File: config.mk
export PLATFORM = sky130hd
export DESIGN_NAME = binary_decoder8
export DESIGN_NICKNAME = d
export VERILOG_FILES = /design/src/rtl/binary_decoder8.sv
export SDC_FILE = /design/constraint.sdc
export NUM_CORES = 1
export LEC_CHECK = 0
export ABC_CLOCK_PERIOD_IN_PS = 800
export CAP_MARGIN = 20
export CORE_AREA = 2 2 39 41
export DETAILED_ROUTE_END_ITERATION = 12
export DIE_AREA = 0 0 41 43
export GPL_ROUTABILITY_DRIVEN = 0
export PLACE_DENSITY_LB_ADDON = 0.2
export SYNTH_ARGS = -nofsm -noshare
export SYNTH_HDL_FRONTEND = slang
export SYNTH_SLANG_ARGS = --single-unit
File: constraint.sdc
create_clock -name clk -period 0.8 [get_ports clk]
set_input_delay 0.12 -clock clk [delete_from_list [all_inputs] [get_ports clk]]
set_output_delay 0.12 -clock clk [all_outputs]
set_load 0.02 [all_outputs]
File: src/rtl/binary_decoder8.sv
// 3-to-8 one-hot decoder with a combinational output and a registered copy.
// The registered copy clears asynchronously to the all-zero "no selection" state.
module binary_decoder8 (
  input  logic       clk,
  input  logic       rst_n,
  input  logic [2:0] d,
  output logic [7:0] y,
  output logic [7:0] y_q
);

  // Unknown codes decode to all-X so a bad select never looks like a valid one.
  function automatic logic [7:0] decode3(input logic [2:0] code);
    logic [7:0] word;
    case (code)
      3'd0:    word = 8'h01;
      3'd1:    word = 8'h02;
      3'd2:    word = 8'h04;
      3'd3:    word = 8'h08;
      3'd4:    word = 8'h10;
      3'd5:    word = 8'h20;
      3'd6:    word = 8'h40;
      3'd7:    word = 8'h80;
      default: word = 8'bxxxx_xxxx;
    endcase
    return word;
  endfunction

  // Combinational decode, independent of clock and reset.
  always_comb begin
    y = decode3(d);
  end

  // Registered copy of the decode.
  always_ff @(posedge clk or negedge rst_n) begin
    if (!rst_n) begin
      y_q <= 8'h00;
    end else begin
      y_q <= y;
    end
  end

endmodule

# [Word level (Yosys, flattened, before mapping)]
# Memory sizes are Yosys's and may differ from the RTL's.
# Cells that the tools add are included.
# W data, S select, Z words.
[totals] reg_bits=8 rom_bits=64 out_inout_bits=16 mem_count=1
[mem_list] memory="(no name shown)" depth=8 width=8 rd=1 rd_ports_with_merged_regs=0 write_ports=0 line_no="14" rtl="case (code)"

# [Longest topological paths before layout]
# An unclocked memory read counts as a cell.
[depth] word_depth=1 depth_mapped=1 depth_no_buf=1

# [Worst setup path before layout]
# No wires, ideal clock.
[synth_timing] path_type="input port to flip-flop" from="in d[1]" to="reg y_q[1]" setup_time_ns=0.189 arrival_time_ns=0.688 required_time_ns=0.611 slack_ns=-0.077 path_stages=1 path_buffers=0 cell_sequence="nor3b_1"
[synth_via] elab_chain_cells=1
[synth_lines] item="start: declaration" line_no="6" rtl="input logic [2:0] d,"
[synth_lines] item="$mem_v2 Z8 W8"
[synth_lines] item="end signal: assignment" line_no="38" rtl="y_q <= y;"
[synth_lines] item="end: declaration" line_no="8" rtl="output logic [7:0] y_q"
# Every way passes these cells.

# [Worst setup path in the final report]
[layout_timing] from="reg y_q[1]" to="out y_q[1]"
# No word-level cell between the ends.

==> results.py <==
metrics = {
    "outcome": {
        "status": "finished, violations left",
        "violations": "negative setup slack",
    },
    "sta": {
        "drv_slew": 0,
        "final_hold_viol_count": 0,
        "max_freq_mhz": 1154,
        "rsz0062_at_grt": "yes",
        "worst_pin_slew_ns": 0.3547,
        "setup_viol": 8,
        "slew_headroom": 0.7628,
        "fin_ws_ns": -0.06639,
        "finalCritPeriodShare": 1.083,
        "min_period_ns": 0.8664,
        "hold_ws_ns": 0.1151,
    },
    "power": {
        "switching_share": 0.2480,
        "p_per_area_nw_per_um2": 1678,
        "leakage_nw": 0.2819,
        "finalPower_mw": 0.8983,
        "ir_drop_uv": 715.2,
        "p_switching_mw": 0.2228,
        "combPwrFrac": 0.194,
        "p_int_mw": 0.6755,
        "clock_power_share": 0.331,
        "seqPwrFrac": 0.476,
    },
    "floorplanning": {
        "die_x_um": 41,
        "core_sq_um": 1384,
        "num_rows": 14,
        "chipHeight_um": 43,
        "dieArea_sq_um": 1763,
        "start_util": 0.1917,
        "io_pins": 21,
    },
    "clocking": {
        "cts_tree": "done",
        "cts_buffer_depth": 2,
        "cts_htree_levels": 1,
        "cts_buffers": 3,
        "cts_hold_buf": 0,
        "path_clk_slew_ns": 0.05,
        "cts.sinks": 8,
        "cts-root-buf": "clkbuf_4",
    },
    "setup_path": {
        "crit_type": "register to primary output",
        "cp_max_fo": 1,
        "cp_num_cells": 1,
        "worstPathCellList": "buf_6",
        "start_kind": "register",
        "crit_required_ns": 0.68,
        "worst-path-buf-inv": 1,
        "cpMaxStageDelayCell": "dfrtp_1",
        "critical_path.top_delay_family": "flip-flops",
        "end_kind": "primary output",
        "max_stage_delay_ns": 0.37,
        "cp_data_arrival_time_ns": 0.75,
    },
    "grt": {
        "grt.overflow.total": 0,
        "grt_util_met2": 0.1063,
        "antenna_found_initial": 0,
        "grtUsageMet3": 0.03665,
        "use_met1": 0.1033,
        "grt.busiest_layer": "met4",
        "grt_use_total": 0.09137,
        "grt_first_pass_wirelength_um": 972,
        "grt_pass1_vias": 214,
        "grt_max_degree": 9,
    },
    "layout": {
        "final_layout_size_suffix_gt1_frac": 0.7750,
        "area_delta_synth_final_pct": 101.9,
        "layout.cells.most_common_list": "buf_4 (9), buf_6 (9), dfrtp_1 (8)",
        "fin_nets": 47,
        "largestRegisters": "y_q: 8 flops",
        "fin_area_sq_um": 535.5,
        "largest-register": "y_q",
        "largest_reg_flops": 8,
        "antenna_cells": 0,
        "fill_cells": 145,
    },
    "detailed_routing": {
        "viasPerCell": 3.857,
        "routed_wl_um": 641,
        "wl_per_cell_um": 11.45,
        "drt_first_iter_violations": 1,
        "first_pass_iters": 2,
        "drc": 0,
        "vias": 216,
        "postRouteAntennaNets": 0,
    },
    "job": {
        "maxCapViolations": 0,
    },
    "synthesis": {
        "synth-seq-area-share": 0.7547,
        "synth_nets": 21,
        "yosysWarnings": 0,
        "synth_top_area_frac": 0.7547,
        "yosysTopAreaCell": "dfrtp_1",
        "avgSynthCellArea_sq_um": 16.58,
        "postSynthRegisterBits": 8,
        "netlist_area_sq_um": 265.3,
        "synth_area_leaders": "dfrtp_1 (75%), and3b_2 (11%), nor3b_1 (8.5%), and3_2 (2.8%), nor3_1 (1.9%)",
        "synth.distinct_cells": 5,
        "synthCells": 16,
    },
    "placement": {
        "dp_slack_ns": -0.9640,
        "dpl.hpwl_um": 480.1,
        "placed_cell_area_sq_um": 505.5,
        "io_buffers": 20,
    },
    "min_path": {
        "hold_depth": 2,
        "hold_class": "primary input to register",
    },
}
==> final cells by class <==
class                      instances  area [sq um]  share of cell area
timing repair buffer              21         188.9              0.3528
sequential                         8         200.2              0.3738
clock buffer                       3         22.52             0.04206
tap                               16         20.02             0.03738
multi-input combinational          8         103.9              0.1939
==> cell families (layout without fill, tap and decap cells) <==
logic type,Yosys count,in the layout,share of synthesized area
buffers and inverters,0,24,0
AND/OR/NAND/NOR,8,8,0.2453
flip-flops,8,8,0.7547
==> power groups by stage <==
stage	Clock [mW]	Sequential (mW)	Combinational (mW)
after detailed placement	0	0.431	0.169
after floorplan	0	0.452	0.0423
after CTS	0.313	0.427	0.174
after global placement	0	0.430	0.167
after global routing	0.339	0.428	0.186
final	0.297	0.427	0.174
==> per-stage QoR <==
step	utilization	instances	TNS, ns
5_1_grt	0.3870	56	-0.7340
3_3_place_gp	0.3653	52	-11.28
4_1_cts	0.3807	56	-0.5860
3_5_place_dp	0.3653	52	-11.58
6_report	0.3870	56	-0.4882
2_1_floorplan	-	16	0
==> per-layer routing <==
metal	vias to the layer above	wire, um
li1	105	-
met1	95	264
met2	14	284
met3	2	73
met4	0	19
met5	-	0
==> synth_stat cells <==
cell type  instances
and3b_2            3
nor3b_1            3
dfrtp_1            8
and3_2             1
nor3_1             1
==> final timing paths <==
path | from | endpoint | slack, ns
max | y_q[1] | y_q[1] | -0.07
min | d[2] | y_q[0] | 0.12
max in group asynchronous | rst_n | y_q[2] | 0.39
min in group asynchronous | rst_n | y_q[4] | 0.15
==> what timing repair did <==
action                     4_1_cts  5_1_grt
buffers inserted                 1        0
gates resized for setup        105        3
setup endpoints to repair       23       10
(Power assumes the default switching activity.)
